File: src/rtl/rv32_multicycle_seq.sv
// rtl/rv32_multicycle_seq.sv - multi-cycle instruction sequencer for the RV32I core
//
// Steps each instruction through IDLE/FETCH/DECODE/EXEC/MEM/WB/TRAP. It drives the
// datapath phase enables and the single shared memory port.
//
// Optional feature macro: RV32_SEQ_PERF_CNT_EN (adds cycle_cnt / instret_cnt)
//
// Ports:
//   clk           core clock, rising edge
//   rst_n         asynchronous active-low reset
//   run           instruction issue enable, honoured at instruction boundaries
//   opcode        instr[6:0] from the IR, sampled in DECODE
//   branch_taken  ALU branch comparison, used in EXEC
//   mem_ready     memory port completion
//   mem_req       memory request, held until mem_ready
//   mem_we        store qualifier for mem_req
//   mem_addr_sel  0 = PC, 1 = ALU result
//   ir_write      load IR from memory read data
//   reg_write     register file write strobe
//   pc_write      PC update strobe
//   pc_sel        00 = PC+4, 01 = PC-relative target, 10 = JALR target
//   retire        one-cycle pulse per completed instruction
//   illegal_instr high while in TRAP
//   state         current state encoding (debug)
//   cycle_cnt     active-cycle counter (macro only)
//   instret_cnt   retired-instruction counter (macro only)
module rv32_multicycle_seq (
  input  logic       clk,
  input  logic       rst_n,
  input  logic       run,
  input  logic [6:0] opcode,
  input  logic       branch_taken,
  input  logic       mem_ready,
  output logic       mem_req,
  output logic       mem_we,
  output logic       mem_addr_sel,
  output logic       ir_write,
  output logic       reg_write,
  output logic       pc_write,
  output logic [1:0] pc_sel,
  output logic       retire,
  output logic       illegal_instr,
  output logic [2:0] state
`ifdef RV32_SEQ_PERF_CNT_EN
  ,
  output logic [31:0] cycle_cnt,
  output logic [31:0] instret_cnt
`endif
);

  typedef enum logic [2:0] {
    S_IDLE   = 3'd0,
    S_FETCH  = 3'd1,
    S_DECODE = 3'd2,
    S_EXEC   = 3'd3,
    S_MEM    = 3'd4,
    S_WB     = 3'd5,
    S_TRAP   = 3'd6
  } state_t;

  typedef enum logic [2:0] {
    C_ALU     = 3'd0,  // OP, OP-IMM, LUI, AUIPC: all simply write back
    C_LOAD    = 3'd1,
    C_STORE   = 3'd2,
    C_BRANCH  = 3'd3,
    C_JAL     = 3'd4,
    C_JALR    = 3'd5,
    C_ILLEGAL = 3'd6
  } cls_t;

  state_t state_q, state_d;
  cls_t   cls_q, dec_cls;
  logic   fin;  // final cycle of the current instruction

  always_comb begin
    case (opcode)
      7'b0110011, 7'b0010011,
      7'b0110111, 7'b0010111: dec_cls = C_ALU;
      7'b0000011:             dec_cls = C_LOAD;
      7'b0100011:             dec_cls = C_STORE;
      7'b1100011:             dec_cls = C_BRANCH;
      7'b1101111:             dec_cls = C_JAL;
      7'b1100111:             dec_cls = C_JALR;
      default:                dec_cls = C_ILLEGAL;
    endcase
  end

  always_ff @(posedge clk or negedge rst_n) begin
    if (!rst_n) begin
      state_q <= S_IDLE;
      cls_q   <= C_ALU;
    end else begin
      state_q <= state_d;
      // The IR opcode is only trusted in DECODE; later states use this copy.
      if (state_q == S_DECODE) cls_q <= dec_cls;
    end
  end

  always_comb begin
    state_d       = state_q;
    fin           = 1'b0;
    mem_req       = 1'b0;
    mem_we        = 1'b0;
    mem_addr_sel  = 1'b0;
    ir_write      = 1'b0;
    reg_write     = 1'b0;
    pc_write      = 1'b0;
    pc_sel        = 2'b00;
    retire        = 1'b0;
    illegal_instr = 1'b0;
    case (state_q)
      S_IDLE: if (run) state_d = S_FETCH;
      S_FETCH: begin
        mem_req = 1'b1;
        if (mem_ready) begin
          ir_write = 1'b1;
          state_d  = S_DECODE;
        end
      end
      S_DECODE: state_d = (dec_cls == C_ILLEGAL) ? S_TRAP : S_EXEC;
      S_EXEC: begin
        case (cls_q)
          C_LOAD, C_STORE: state_d = S_MEM;
          C_BRANCH: begin
            fin    = 1'b1;
            pc_sel = branch_taken ? 2'b01 : 2'b00;
          end
          default: state_d = S_WB;
        endcase
      end
      S_MEM: begin
        mem_req      = 1'b1;
        mem_addr_sel = 1'b1;
        mem_we       = (cls_q == C_STORE);
        if (mem_ready) begin
          if (cls_q == C_STORE) fin = 1'b1;
          else                  state_d = S_WB;
        end
      end
      S_WB: begin
        reg_write = 1'b1;
        fin       = 1'b1;
        if (cls_q == C_JAL)       pc_sel = 2'b01;
        else if (cls_q == C_JALR) pc_sel = 2'b10;
      end
      S_TRAP: illegal_instr = 1'b1;
      default: state_d = S_IDLE;
    endcase
    // run is honoured only here, so dropping it never aborts an instruction.
    if (fin) begin
      pc_write = 1'b1;
      retire   = 1'b1;
      state_d  = run ? S_FETCH : S_IDLE;
    end
  end

  assign state = state_q;

`ifdef RV32_SEQ_PERF_CNT_EN
  always_ff @(posedge clk or negedge rst_n) begin
    if (!rst_n) begin
      cycle_cnt   <= 32'd0;
      instret_cnt <= 32'd0;
    end else begin
      if (state_q != S_IDLE && state_q != S_TRAP) cycle_cnt <= cycle_cnt + 32'd1;
      if (retire) instret_cnt <= instret_cnt + 32'd1;
    end
  end
`endif

endmodule

File: config.mk
export PLATFORM = sky130hd
export DESIGN_NAME = rv32_multicycle_seq
export DESIGN_NICKNAME = d
export VERILOG_FILES = /design/src/rtl/rv32_multicycle_seq.sv
export SDC_FILE = /design/constraint.sdc
export NUM_CORES = 1
export LEC_CHECK = 0
export CELL_PAD_IN_SITES_DETAIL_PLACEMENT = 0
export CELL_PAD_IN_SITES_GLOBAL_PLACEMENT = 2
export CORE_MARGIN = 5
export CORE_UTILIZATION = 24
export DETAILED_ROUTE_END_ITERATION = 7
export PLACE_DENSITY_LB_ADDON = 0.1
export SYNTH_ARGS = -nofsm -noshare
export SYNTH_HDL_FRONTEND = slang
export SYNTH_SLANG_ARGS = --single-unit
export TNS_END_PERCENT = 50
File: constraint.sdc
create_clock -name clk -period 4.3 [get_ports clk]
set_clock_uncertainty 0.05 [all_clocks]
set_input_delay 0.645 -clock clk [delete_from_list [all_inputs] [get_ports clk]]
set_output_delay 0.645 -clock clk [all_outputs]
set_load 0.1 [all_outputs]
* After elaboration in Yosys (flattened, before gate mapping)
Index checks and enable logic that the tools add are counted.
W data, S select, Z words.
** Word-level totals
- Bits in registers :: 6
- Input bits :: 12
** Operators by class
- Eq/ne operators :: 27
- Muxes and demuxes :: 27
- Reduce and logical (&&, ||, !) cells :: 6
** Operators with widths (count)
- $pmux W3 S6 :: 2
- $eq A7 B6 Y1 const B :: 3
- $eq A7 B7 Y1 const B :: 3
- $eq A3 B3 Y1 const B :: 6
- $mux W3 :: 6
- $ne A3 B3 Y1 const B :: 5
- $eq A7 B5 Y1 const B :: 2
- $mux W1 :: 14
- $eq A3 B2 Y1 const B :: 4
- $eq A7 B2 Y1 const B :: 1
- $eq A3 B1 Y1 const B :: 2
- $pmux W3 S2 :: 1
- $reduce_and A6 Y1 :: 1
- $reduce_or A2 Y1 :: 3
- $mux W2 :: 2
- $pmux W2 S2 :: 1
- $reduce_or A4 Y1 :: 1
- $logic_not A3 Y1 :: 1
- $pmux W1 S3 :: 1
- $ne A2 B1 Y1 const B :: 1

* Longest topological paths before layout
- Word-level depth :: 7
- Depth in mapped cells :: 6
- Depth with buffers taken out :: 5

* Worst setup path before layout
OpenSTA, ideal clock, no wires.
- Path type :: register -> output
- Start :: register state_q[2] (netlist: state[2])
- End :: output mem_we
- Arrival :: 4.437 ns
- Setup slack :: -0.832 ns
- Cell stages (with the launch flop) :: 4
- Data required time :: 3.605 ns
- Buffers on the path :: 1
- Cell sequence :: dfrtp_1 -> buf_2 -> nand2_1 -> nor4b_1
** Between the ends
- Longest elaborated chain between the ends :: 2
** Ends and longest elaborated chain
- from (decl) :: line 71 : state_t state_q, state_d;
- from (signal assigned) :: line 93 : state_q <= state_d;
- $eq A3 B3 Y1 :: line 111 : case (state_q)
- $mux W1 :: line 111
- to (decl) :: line 35 : output logic mem_we,
Every way passes these cells.

* Final worst setup path
- Start :: register state_q[2] (netlist: state[2])
- End :: output pc_sel[1]
** Between the ends
- Longest elaborated chain between the ends :: 2
** Ends and longest elaborated chain
- $eq A3 B3 Y1 / $eq A3 B2 Y1 (equally long branches) :: line 111
- $pmux W2 S2 * :: line 111
- to (decl) :: line 40 : output logic [1:0] pc_sel,
Mark *: on every way between the ends. The rest lies on a longest branch, timed or not.

==> results.md <==
* Half-perimeter wire length after placement at 1320 µm
* Worst reg2reg startpoint: state[0]
* FF+latch area at 150 µm²
* Die Area at 3640 µm²
* Total Routing Usage GR at 0.101
* Post-DRT Antenna Nets at 0
* Length of the first detailed-routing pass in iterations at 4
* DRC Markers at 0
* Antenna fix cells at 0
* Area of all placed cells without fillers at 867 µm²
* Most area-hungry cell type in the Yosys netlist: dfrtp_1
* Number of storage elements in the synthesis netlist at 6
* RSZ-0062 raised after global routing: false
* TritonCTS sink count at 6
* Die W at 60.3 µm
* Final clock period utilization by the worst path at 0.738
* Asr flop ratio synth at 1.00
* Worst-case headroom to the max-slew limit at 0.353
* Hold EP: cls_q[2]
* Count of instances resized after the clock tree is built at 0
* Largest vdd supply drop at 0.451 mV
* Start point of the worst hold path: cls_q[2]
* Post-route worst hold slack at 581 ps
* Final hold violation count at 0
* Number of antenna violations at the first check in global routing at 0
* Total detailed-routing wirelength at 1690 µm
* Leakage dissipation at 0.000355 µW
* Worst endpoint data arrival time at 2480 ps
* Synthesis warning total at 0
* F_max at 315 MHz
* Count of routing violations after the opening detailed-route iteration at 12
* Final max-slew violation count at 0
* Most common cell in the synthesized netlist: nor2_1
* Total via count after detailed routing at 631
* Mapped Nets at 90
* CTS clk-pin slew, worst paths at 50 ps
* Die height at 60.3 µm
* Maximum level of the CTS H-tree at 1
* Top_reg_cell synth: dfrtp_1
* Total of buffers placed on input and output ports at 24
* Count of buffers added by post-CTS timing repair for setup at 0
* Number of rows in the core area at 18
* Netlist Area Pre-Place at 608 µm²
* # nets final at 114
* Power density cells at 782 nW/µm²
* CTS Hold Buffers Added at 0
* Largest net degree at the start of global routing at 18
* Number of enable-type register cells in the synthesized netlist at 0
* Starting density of the core at 0.248
* Category of the worst setup path launch point: flop
* Total grt overflow at 0
* Run status: finished, final reports clean
* Area growth from synthesis to layout at 42.6%
* Syn Area/Cell at 7.80 µm²
* Number of buffers added by the clock tree synthesis step at 3
* Clock insertion delay at the later pin of the skew report at 240 ps
* Fraction of the yosys area taken by sequential cells at 0.247
* Minimum period implied by the final worst setup slack at 3170 ps
* Crit Path Max Fanout at 12
* Most area-consuming cells after synthesis: dfrtp_1 25%, nor2_1 6.8%, a21oi_1 4.9%
* Number of setup violations in the final report at 0
* Post-synth top area share at 0.247
* Capturing element type of the critical path: output pin
* Fraction of layout cells with a size suffix above 1 at 0.140
* Ratio of routed vias to standard cells at 4.85
* Worst reg2reg endpoint: state[2]
* Core footprint at 2450 µm²
* Total area of multi-input combinational cells at 412 µm²
* Number of global-route vias before repair at 626
* Filler cell count in the final layout at 291
* Endpoint required time on the critical path at 3610 ps
* Worst hold path type: reg2reg
* Setup slack of the most critical reg-to-reg path at 2500 ps
* Average routed wire per standard cell at 13.0 µm
* Length in cells of the worst reg-to-reg path at 5
* Wire length of the first global-routing pass at 2810 µm
* Number of distinct library cell variants in the gate-level netlist after synthesis at 37
* Weighted congestion reported at the end of routability-driven placement at 0.724
* CTS tree: yes
* Top post-synthesis cells by count: 11 x nor2_1, 6 x a21oi_1, 6 x dfrtp_1, 6 x nand2_1, 5 x o21ai_0
* Transition time of the tightest slew-check pin at 967 ps
* Worst setup path class: reg2out
* I/O pin count at 25
* Number of violations of the max-capacitance limit at 0
* Root Buffer Master: clkbuf_4
* Placement Cell Area at 845 µm²
* Longest Clk Path Bufs at 2
* Count of cells along the worst hold path at 2
* Cells after synthesis at 78
-- through the flow --
stage	TNS [ps]	utilization	setup WS [ps]	power (µW)	cells
floorplan	-151	-	-151	531	78
global placement	0	0.344	1360	636	127
detailed placement	0	0.344	1380	630	127
CTS	0	0.353	1130	683	130
global route	0	0.353	983	718	130
finish	0	0.353	1130	678	130
-- cell families (layout without fill, tap and decap cells) --
kind of cell	Yosys count	after routing	share of synthesized area
flops	6	6	0.247
buf+inv	9	31	0.0864
mux	2	2	0.0350
xor+xnor	1	1	0.0144
simple gates	36	36	0.342
compound gates	24	24	0.276
-- final cells by class --
type,count,area share
Multi-Input combinational cell,63,0.475
Timing Repair Buffer,24,0.266
Sequential cell,6,0.173
Tap cell,30,0.0433
Clock buffer,3,0.0260
Inverter,4,0.0173
-- critical path: stages (launching register included) --
cell,delay (ps)
dfrtp_1,570
nor2b_1,210
and2_1,170
and3_1,160
clkdlybuf4s50_1,1130
-- power breakdown --
part | total, µW | internal, µW | switching, µW
Sequential | 132 | 75.4 | 56.9
Clock | 51.9 | 31.6 | 20.4
Combinational | 493 | 145 | 349
-- metal layers --
| metal | wire length, µm | vias to the layer above | GRT usage |
|---|---|---|---|
| li1 | - | 324 | - |
| met3 | 73 | 0 | 0.0191 |
| met2 | 807 | 14 | 0.162 |
| met5 | 0 | - | 0 |
| met1 | 805 | 293 | 0.135 |
| met4 | 0 | 0 | 0.0380 |
-- registers in the layout (all words and copies together) (netlist names) --
signal,flops
cls_q,3
state,3
-- cell usage in the layout, fill, tap and decap left out, types with 2 or more instances in the layout --
master	n
clkdlybuf4s50_1	20
nand2b_1	3
nor3_1	3
nor2_1	11
o21ai_0	5
a21oi_1	6
nand2_1	6
clkbuf_4	3
inv_1	4
dfrtp_1	6
nor2b_1	3
buf_4	4
o22ai_1	2
-- worst max path at each step --
stage | from | to | slack, ps
5_1_grt | state[2] | pc_sel[1] | 980
3_3_place_gp | state[2] | pc_sel[1] | 1360
4_1_cts | state[2] | pc_sel[1] | 1130
2_1_floorplan | state[2] | pc_sel[0] | -150
6_report | state[2] | pc_sel[1] | 1130
3_5_place_dp | state[2] | pc_sel[1] | 1380
No activity file was read; power rests on OpenSTA's default activity.
